--- src/rtl/svm_row_sched_if.sv ---
// svm_row_sched_if: merged result stream leaving the row scheduler.
//   out_data  - 32-bit result word
//   out_eng   - index of the engine that produced out_data
//   out_valid - word valid
//   out_ready - sink can accept the word this cycle
// master: the scheduler (drives data/eng/valid); slave: the classifier back-end.
interface svm_row_sched_if #(
  parameter int NENG = 4
);
  localparam int EW = (NENG > 1) ? $clog2(NENG) : 1;

  logic [31:0]   out_data;
  logic [EW-1:0] out_eng;
  logic          out_valid;
  logic          out_ready;

  modport master (output out_data, output out_eng, output out_valid, input out_ready);
  modport slave  (input out_data, input out_eng, input out_valid, output out_ready);
endinterface

--- src/rtl/svm_row_sched.sv ---
// svm_row_sched: frame-level scheduler for a bank of SVM row engines.
//   - gates the shared pixel valid into each engine with a staggered start,
//   - issues the end-of-frame dvi_bypass pulse train that flushes the engines,
//   - buffers each engine's download stream in a FIFO and merges the streams
//     round-robin onto one ready/valid output.
// Ports:
//   clk, reset_n         clock, asynchronous active-low reset
//   fstart               frame-start pulse (honoured only when idle)
//   dvi                  pixel data valid
//   eng_dvi[NENG]        per-engine gated data valid (combinational)
//   eng_bypass[NENG]     per-engine dvi_bypass (registered)
//   eng_dvo[NENG]        per-engine download valid
//   eng_data[32*NENG]    per-engine download word, engine k at [32k+31:32k]
//   out_bus              merged result stream (svm_row_sched_if.master)
//   busy                 frame in progress
//   frame_done           one-cycle pulse when the frame has fully drained
//   overflow             sticky: a FIFO push was dropped
module svm_row_sched #(
  parameter int NENG    = 4,
  parameter int LINEW   = 320,
  parameter int FRAMEH  = 240,
  parameter int STAGGER = 8,
  parameter int NBYPASS = 8,
  parameter int FDEPTH  = 16
) (
  input  logic                 clk,
  input  logic                 reset_n,
  input  logic                 fstart,
  input  logic                 dvi,
  output logic [NENG-1:0]      eng_dvi,
  output logic [NENG-1:0]      eng_bypass,
  input  logic [NENG-1:0]      eng_dvo,
  input  logic [32*NENG-1:0]   eng_data,
  svm_row_sched_if.master      out_bus,
  output logic                 busy,
  output logic                 frame_done,
  output logic                 overflow
);
  localparam int EW   = (NENG > 1)    ? $clog2(NENG)    : 1;
  localparam int CW   = (LINEW > 1)   ? $clog2(LINEW)   : 1;
  localparam int LW   = (FRAMEH > 1)  ? $clog2(FRAMEH)  : 1;
  localparam int BW   = (NBYPASS > 1) ? $clog2(NBYPASS) : 1;
  localparam int AW   = (FDEPTH > 1)  ? $clog2(FDEPTH)  : 1;
  localparam int CNTW = AW + 1;

  typedef enum logic [1:0] {IDLE, RUN, FLUSH, DRAIN} state_t;

  state_t            state_q, state_d;
  logic [CW-1:0]     col_q, col_d;
  logic [LW-1:0]     line_q, line_d;
  logic [BW-1:0]     bcnt_q, bcnt_d;
  logic [NENG-1:0]   en_q, en_d;

  logic [NENG-1:0]   head_valid, pop, drop, fifo_empty;
  logic [31:0]       head_data [NENG];
  logic              out_ld, found;
  logic [EW-1:0]     sel, cand, last_grant;
  int                idx;

  // The output register may take a new word whenever it is empty or its
  // current word is leaving this cycle.
  assign out_ld  = ~out_bus.out_valid | out_bus.out_ready;
  assign busy    = (state_q != IDLE);
  assign eng_dvi = (state_q == RUN) ? (en_q & {NENG{dvi}}) : '0;

  // ---------------------------------------------------------------------------
  // Frame state machine: next-state and counter logic
  // ---------------------------------------------------------------------------
  always_comb begin
    // NOTE: every variable gets a default before the case so no path leaves
    // it unassigned, which would otherwise infer a latch.
    state_d = state_q;
    col_d   = col_q;
    line_d  = line_q;
    bcnt_d  = bcnt_q;
    en_d    = en_q;
    unique case (state_q)
      IDLE: begin
        col_d  = '0;
        line_d = '0;
        bcnt_d = '0;
        en_d   = '0;
        if (fstart) begin
          state_d = RUN;
          en_d[0] = 1'b1;  // engine 0 sees the very first pixel
        end
      end
      RUN: begin
        if (dvi) begin
          if (col_q == CW'(LINEW - 1)) begin
            col_d = '0;
            if (line_q == LW'(FRAMEH - 1)) begin
              state_d = FLUSH;
              bcnt_d  = '0;
            end else begin
              line_d = line_q + 1'b1;
              // Arm engine k so it is already enabled at col 0 of its start line.
              for (int k = 1; k < NENG; k++) begin
                if (int'(line_q) + 1 == k * STAGGER) en_d[k] = 1'b1;
              end
            end
          end else begin
            col_d = col_q + 1'b1;
          end
        end
      end
      FLUSH: begin
        if (bcnt_q == BW'(NBYPASS - 1)) state_d = DRAIN;
        else                            bcnt_d  = bcnt_q + 1'b1;
      end
      DRAIN: begin
        if ((&fifo_empty) && (eng_dvo == '0) && out_ld) state_d = IDLE;
      end
      default: state_d = IDLE;
    endcase
  end

  always_ff @(posedge clk or negedge reset_n) begin
    if (!reset_n) begin
      state_q    <= IDLE;
      col_q      <= '0;
      line_q     <= '0;
      bcnt_q     <= '0;
      en_q       <= '0;
      eng_bypass <= '0;
      frame_done <= 1'b0;
      overflow   <= 1'b0;
    end else begin
      // NOTE: state registers use non-blocking assignments so every register
      // samples the pre-edge values, independent of statement order.
      state_q    <= state_d;
      col_q      <= col_d;
      line_q     <= line_d;
      bcnt_q     <= bcnt_d;
      en_q       <= en_d;
      // Bypass is high in exactly the cycles spent in FLUSH.
      eng_bypass <= (state_d == FLUSH) ? en_q : '0;
      frame_done <= (state_q == DRAIN) && (state_d == IDLE);
      overflow   <= (((state_q == IDLE) && fstart) ? 1'b0 : overflow) | (|drop);
    end
  end

  // ---------------------------------------------------------------------------
  // Per-engine FIFOs with a registered head word. Capacity counts the head
  // register, so a FIFO holds FDEPTH words in total.
  // ---------------------------------------------------------------------------
  for (genvar k = 0; k < NENG; k++) begin : g_fifo
    logic [31:0]   mem [FDEPTH];
    logic [AW-1:0] wr_ptr, rd_ptr;
    logic [AW:0]   mem_cnt;
    logic          hv, mem_ne, full, push_ok, head_ld;
    logic [31:0]   hd;

    assign mem_ne  = (mem_cnt != '0);
    assign full    = ((mem_cnt + CNTW'(hv)) == CNTW'(FDEPTH));
    // A pop frees a slot in the same cycle, so a push onto a full FIFO that is
    // also being popped is kept.
    assign push_ok = eng_dvo[k] & (~full | pop[k]);
    assign drop[k] = eng_dvo[k] & full & ~pop[k];
    assign head_ld = mem_ne & (~hv | pop[k]);

    assign head_valid[k] = hv;
    assign head_data[k]  = hd;
    assign fifo_empty[k] = ~hv & ~mem_ne;

    always_ff @(posedge clk or negedge reset_n) begin
      if (!reset_n) begin
        wr_ptr  <= '0;
        rd_ptr  <= '0;
        mem_cnt <= '0;
        hv      <= 1'b0;
      end else begin
        if (push_ok) wr_ptr <= wr_ptr + 1'b1;
        if (head_ld) rd_ptr <= rd_ptr + 1'b1;
        mem_cnt <= mem_cnt + CNTW'(push_ok) - CNTW'(head_ld);
        if (head_ld)     hv <= 1'b1;
        else if (pop[k]) hv <= 1'b0;
      end
    end

    // NOTE: storage and the head data carry no reset; the pointers, count and
    // valid flag already make their contents unobservable after reset.
    always_ff @(posedge clk) begin
      if (push_ok) mem[wr_ptr] <= eng_data[32*k +: 32];
      if (head_ld) hd <= mem[rd_ptr];
    end
  end

  // ---------------------------------------------------------------------------
  // Round-robin arbiter: first nonempty head after last_grant.
  // ---------------------------------------------------------------------------
  always_comb begin
    found = 1'b0;
    sel   = '0;
    cand  = '0;
    idx   = 0;
    pop   = '0;
    for (int i = 1; i <= NENG; i++) begin
      idx  = (int'(last_grant) + i) % NENG;
      cand = EW'(idx);
      if (!found && head_valid[cand]) begin
        found = 1'b1;
        sel   = cand;
      end
    end
    if (out_ld && found) pop[sel] = 1'b1;
  end

  always_ff @(posedge clk or negedge reset_n) begin
    if (!reset_n) begin
      out_bus.out_valid <= 1'b0;
      out_bus.out_data  <= '0;
      out_bus.out_eng   <= '0;
      last_grant        <= EW'(NENG - 1);
    end else if (out_ld) begin
      out_bus.out_valid <= found;
      if (found) begin
        out_bus.out_data <= head_data[sel];
        out_bus.out_eng  <= sel;
        last_grant       <= sel;
      end
    end
  end
endmodule

--- src/flat_wrapper.sv ---
// flat-port wrapper written by rule: the top's interface ports become plain ports
module svm_row_sched_flat 
#(
  parameter int NENG    = 4,
  parameter int LINEW   = 320,
  parameter int FRAMEH  = 240,
  parameter int STAGGER = 8,
  parameter int NBYPASS = 8,
  parameter int FDEPTH  = 16
)
  (clk, reset_n, fstart, dvi, eng_dvi, eng_bypass, eng_dvo, eng_data, busy, frame_done, overflow, out_bus_out_data, out_bus_out_eng, out_bus_out_valid, out_bus_out_ready);
  svm_row_sched_if #(.NENG(NENG)) out_bus_i ();
  input  logic clk;
  input  logic reset_n;
  input  logic fstart;
  input  logic dvi;
  output logic [NENG-1:0] eng_dvi;
  output logic [NENG-1:0] eng_bypass;
  input  logic [NENG-1:0] eng_dvo;
  input  logic [32*NENG-1:0] eng_data;
  output logic busy;
  output logic frame_done;
  output logic overflow;
  output wire logic [$bits(out_bus_i.out_data)-1:0] out_bus_out_data;
  output wire logic [$bits(out_bus_i.out_eng)-1:0] out_bus_out_eng;
  output wire logic [$bits(out_bus_i.out_valid)-1:0] out_bus_out_valid;
  input wire logic [$bits(out_bus_i.out_ready)-1:0] out_bus_out_ready;
  assign out_bus_out_data = out_bus_i.out_data;
  assign out_bus_out_eng = out_bus_i.out_eng;
  assign out_bus_out_valid = out_bus_i.out_valid;
  assign out_bus_i.out_ready = out_bus_out_ready;
  svm_row_sched #(.NENG(NENG), .LINEW(LINEW), .FRAMEH(FRAMEH), .STAGGER(STAGGER), .NBYPASS(NBYPASS), .FDEPTH(FDEPTH)) u_core (.clk(clk), .reset_n(reset_n), .fstart(fstart), .dvi(dvi), .eng_dvi(eng_dvi), .eng_bypass(eng_bypass), .eng_dvo(eng_dvo), .eng_data(eng_data), .out_bus(out_bus_i), .busy(busy), .frame_done(frame_done), .overflow(overflow));
endmodule
--- config.mk ---
export PLATFORM = sky130hd
export DESIGN_NAME = svm_row_sched_flat
export DESIGN_NICKNAME = d
export VERILOG_FILES = /design/src/rtl/svm_row_sched_if.sv /design/src/rtl/svm_row_sched.sv /design/src/flat_wrapper.sv
export SDC_FILE = /design/constraint.sdc
export NUM_CORES = 2
export LEC_CHECK = 0
export ABC_AREA = 1
export CAP_MARGIN = 20
export CORE_MARGIN = 8
export CORE_UTILIZATION = 50
export DETAILED_ROUTE_END_ITERATION = 12
export PLACE_DENSITY = 0.72
export SLEW_MARGIN = 30
export SYNTH_ARGS = -nofsm -noshare
export SYNTH_HDL_FRONTEND = slang
export SYNTH_SLANG_ARGS = --single-unit
--- constraint.sdc ---
create_clock -name clk -period 4 [get_ports clk]
set_input_delay 0.8 -clock clk [delete_from_list [all_inputs] [get_ports clk]]
set_output_delay 0.8 -clock clk [all_outputs]
set_load 0.05 [all_outputs]
==> flow_summary_export.csv <==
group,metric,value,unit
sta,worst_pin_slew,0.994,ns
sta,finalMaxSlewViolations,0,
layout,drive_above_1_share,9.12,%
logic_synthesis,synthDistinctLibCells,44,
cts,cts_buffers,220,
critical_path,crit_fanout,5,
critical_path,arrival,2.98,ns
cts,tritoncts,"built",
global_route,grt_max_degree,162,
logic_synthesis,ys_seq_area_share,75.6,%
critical_path,crit_chain,"inv_1 > nor2_2 > nand2_1 > nor2_1 > clkdlybuf4s50_1",
pwr,swShare,36.7,%
floorplanning,io_pins,183,
critical_path,crit_type,"register to output pin",
layout,finalCoreUtilization,57.4,%
layout,fin_nets,6872,
floorplanning,coreArea,180000,sq um
pwr,pwr-share-clk,26.3,%
critical_path,required,3.20,ns
pwr,seqPwrFrac,41.6,%
cts,clk_path_buf_depth,3,
logic_synthesis,yosys_warnings,0,
cts,clkLatencyLatePin,0.87,ns
logic_synthesis,synthAdderAreaFrac,0.986,%
placement,routabilityCongestion,0.909,
sta,skew,0.0439,ns
logic_synthesis,synth_compound_area_share,10.4,%
sta,max_slew_margin,33.7,%
critical_path,slowest_delay,0.82,ns
pwr,p_leak,34.7,nW
cts,postCtsSetupRepairBufs,0,
pwr,p_comb_share,32.2,%
floorplanning,die_w,442,um
global_route,antenna_found_initial,18,
global_route,grt_pass1_wl,347000,um
sta,min_period_over_period,94.5,%
logic_synthesis,synth_top_family_by_area,"compound AO/OA/AOI/OAI gates",
pwr,cellPowerDensity,746,nW/um^2
detailed_routing,wl,233000,um
sta,hold_viol_final,0,
floorplanning,floorplan.initialDensity,50.3,%
detailed_routing,via_per_inst,6.07,
floorplanning,die-area,195000,sq um
cts,htreeDepth,4,
layout,final_cell_area,103000,sq um
logic_synthesis,synth.most_common_cell,"edfxtp_1",
placement,dpl_cell_area,96300,sq um
logic_synthesis,yosys.area.top_type,"edfxtp_1",
detailed_routing,ant_nets,0,
logic_synthesis,syn_avg_cell_area,14.0,sq um
logic_synthesis,synthFlopType,"edfxtp_1",
logic_synthesis,yosys.area.top_type_share,72.1,%
detailed_routing,drcViolationCount,0,
hold_path,hold_class,"register to register",
flow_run,cap_violations,0,
floorplanning,rows,156,
logic_synthesis,synth_edf_count,2176,
logic_synthesis,synth_cells,6484,
global_route,grt-ovfl-total,0,
detailed_routing,wl_per_cell,25.2,um
status,run_status,"finished, final reports clean",
logic_synthesis,synth-simple-area-share,7.85,%
detailed_routing,detail_route.iter0.violations,6727,
logic_synthesis,synth.area.top_cells,"edfxtp_1, o21ai_0, dfrtp_1",
logic_synthesis,synth_nets,6690,
logic_synthesis,ys_seq_elements,2301,
global_route,grt_pass1_vias,54729,
logic_synthesis,ys_async_sr_fraction,5.43,%
global_route,grt_usage,23.0,%
critical_path,cpLargestDelayFamily,"buffers and inverters",
pwr,p_sw,28.3,mW
critical_path,end_kind,"output pin",
sta,period_needed,3.78,ns
logic_synthesis,synthesis.area,90600,sq um
detailed_routing,vias,56041,
sta,setup_violations,0,
cts,path_clk_slew,0.06,ns
cts,cts.sinks,2301,
layout,areaGrowthSynthToFinish,14.1,%
sta,timing.fmax,265,MHz
pwr,peakVddDrop,692,uV
detailed_routing,drt_pass1_iterations,6,
logic_synthesis,ys_top_cells_by_count,"edfxtp_1, nor2_1, nand2_1, o21ai_0, clkbuf_1",
critical_path,cp-start-kind,"register",
cts,cts-root-buf,"clkbuf_16",
sta,rsz0062_at_grt,"no",
logic_synthesis,muxShareOfSynthArea,2.09,%
placement,hpwl,142000,um
logic_synthesis,synth_xor_area_share,0.435,%
critical_path,slowest_stage,"clkdlybuf4s50_1",
floorplanning,die_h,442,um
critical_path,cp_num_buf_inv,2,
pwr,internal_power,48.9,mW
placement,portBuffers,182,
[power by group through the flow]
stage | registers, mW | logic [mW] | clock network (mW)
2_1_floorplan | 32.3 | 15.0 | 0
3_3_place_gp | 32.5 | 23.9 | 0
5_1_grt | 32.3 | 26.8 | 21.4
6_report | 32.1 | 24.8 | 20.3
3_5_place_dp | 32.5 | 24.5 | 0
4_1_cts | 32.1 | 24.7 | 20.5
[final timing paths]
kind | startpoint | endpoint | slack [ns] | cells after the start
max in group asynchronous | reset_n | u_core.col_q[5] | 2.53 | 3
worst max-delay path | u_core.state_q[0] | eng_dvi[0] | 0.22 | 5
worst min register to register | u_core.overflow | u_core.overflow | 0.49 | 2
min in group asynchronous | reset_n | u_core.g_fifo[3].wr_ptr[2] | 0.56 | 2
worst max register to register | u_core.last_grant[0] | u_core.g_fifo[3].mem_cnt[4] | 0.49 | 20
worst min-delay path | u_core.overflow | u_core.overflow | 0.49 | 2
[tightest hold or removal path, cell delays in order, from the launching register on]
cell and delay (ns):
dfrtp_1 0.34, nand2_1 0.06, nand2_1 0.06
[stage by stage]
| stage | hold WS [ns] | total power [mW] | cells | TNS, ns | worst slack [ns] |
|---|---|---|---|---|---|
| floorplan | 0.469 | 47.3 | 6484 | -345.14 | -0.361 |
| global placement | 0.468 | 56.4 | 8800 | 0 | 0.219 |
| detailed placement | 0.474 | 57.1 | 8811 | 0 | 0.209 |
| CTS | 0.489 | 77.3 | 9212 | 0 | 0.165 |
| global route | 0.498 | 80.6 | 9220 | 0 | 0.0665 |
| finish | 0.493 | 77.2 | 9226 | 0 | 0.222 |
[routing by layer]
layer	part of all wire (%)	global-route usage, %	vias up	routed length, um
met1	39	30.5	28005	90000
met4	5.6	11.7	4	12900
met5	0.012	0	-	27
met2	48	36.9	2734	111000
met3	7.8	3.77	473	18200
li1	-	-	24825	-
[what timing repair did]
item | 4_1_cts | 5_1_grt
hold endpoints to repair | 47 | 0
hold buffers | 1 | 0
gates resized for setup | 0 | 0
[kinds of logic after synthesis]
logic type | Yosys count
AND/OR/NAND/NOR | 1757
XOR/XNOR | 45
AO/OA/AOI/OAI | 1511
buffers and inverters | 612
adder cells (fa/ha/maj) | 69
flip-flops | 2301
multiplexers | 189
[final cells by class]
class	instances	area (sq um)
antenna	12	30.0
inverter	196	754
clock buffer	279	5770
timing repair buffer	376	4010
sequential	2301	68500
clock inverter	121	1250
tap	2370	2970
multi-input combinational	3571	20200
fill	13640	76900
[layout by cell type (no fill, tap or decap), types with 38 or more instances in the layout]
master,count
edfxtp_1,2176
nor2_1,735
o21ai_0,663
nand2_1,661
o221ai_1,281
a21oi_1,226
clkbuf_16,221
nand3_1,204
mux2i_1,189
clkdlybuf4s50_1,181
inv_1,176
buf_4,141
o211ai_1,125
o22ai_1,115
dfrtp_1,111
ha_1,65
o32ai_1,59
clkbuf_1,56
clkinv_1,40
buf_12,39
xor2_1,38
[state kept, by name, summed over array words and instances, names as in the netlist]
| name | flops |
|---|---|
| u_core.g_fifo.rd_ptr | 16 |
| u_core.g_fifo.mem | 2048 |
| u_core.last_grant | 2 |
| u_core.out_bus.out_eng | 2 |
| u_core.col_q | 9 |
| u_core.overflow | 1 |
| u_core.out_bus.out_data | 32 |
| u_core.en_q | 4 |
| u_core.g_fifo.hv | 4 |
| u_core.out_bus.out_valid | 1 |
| u_core.g_fifo.wr_ptr | 16 |
| u_core.eng_bypass | 4 |
| u_core.state_q | 2 |
| u_core.g_fifo.hd | 128 |
| u_core.bcnt_q | 3 |
| u_core.frame_done | 1 |
| u_core.line_q | 8 |
| u_core.g_fifo.mem_cnt | 20 |
Power figures use the tool's default switching activity.
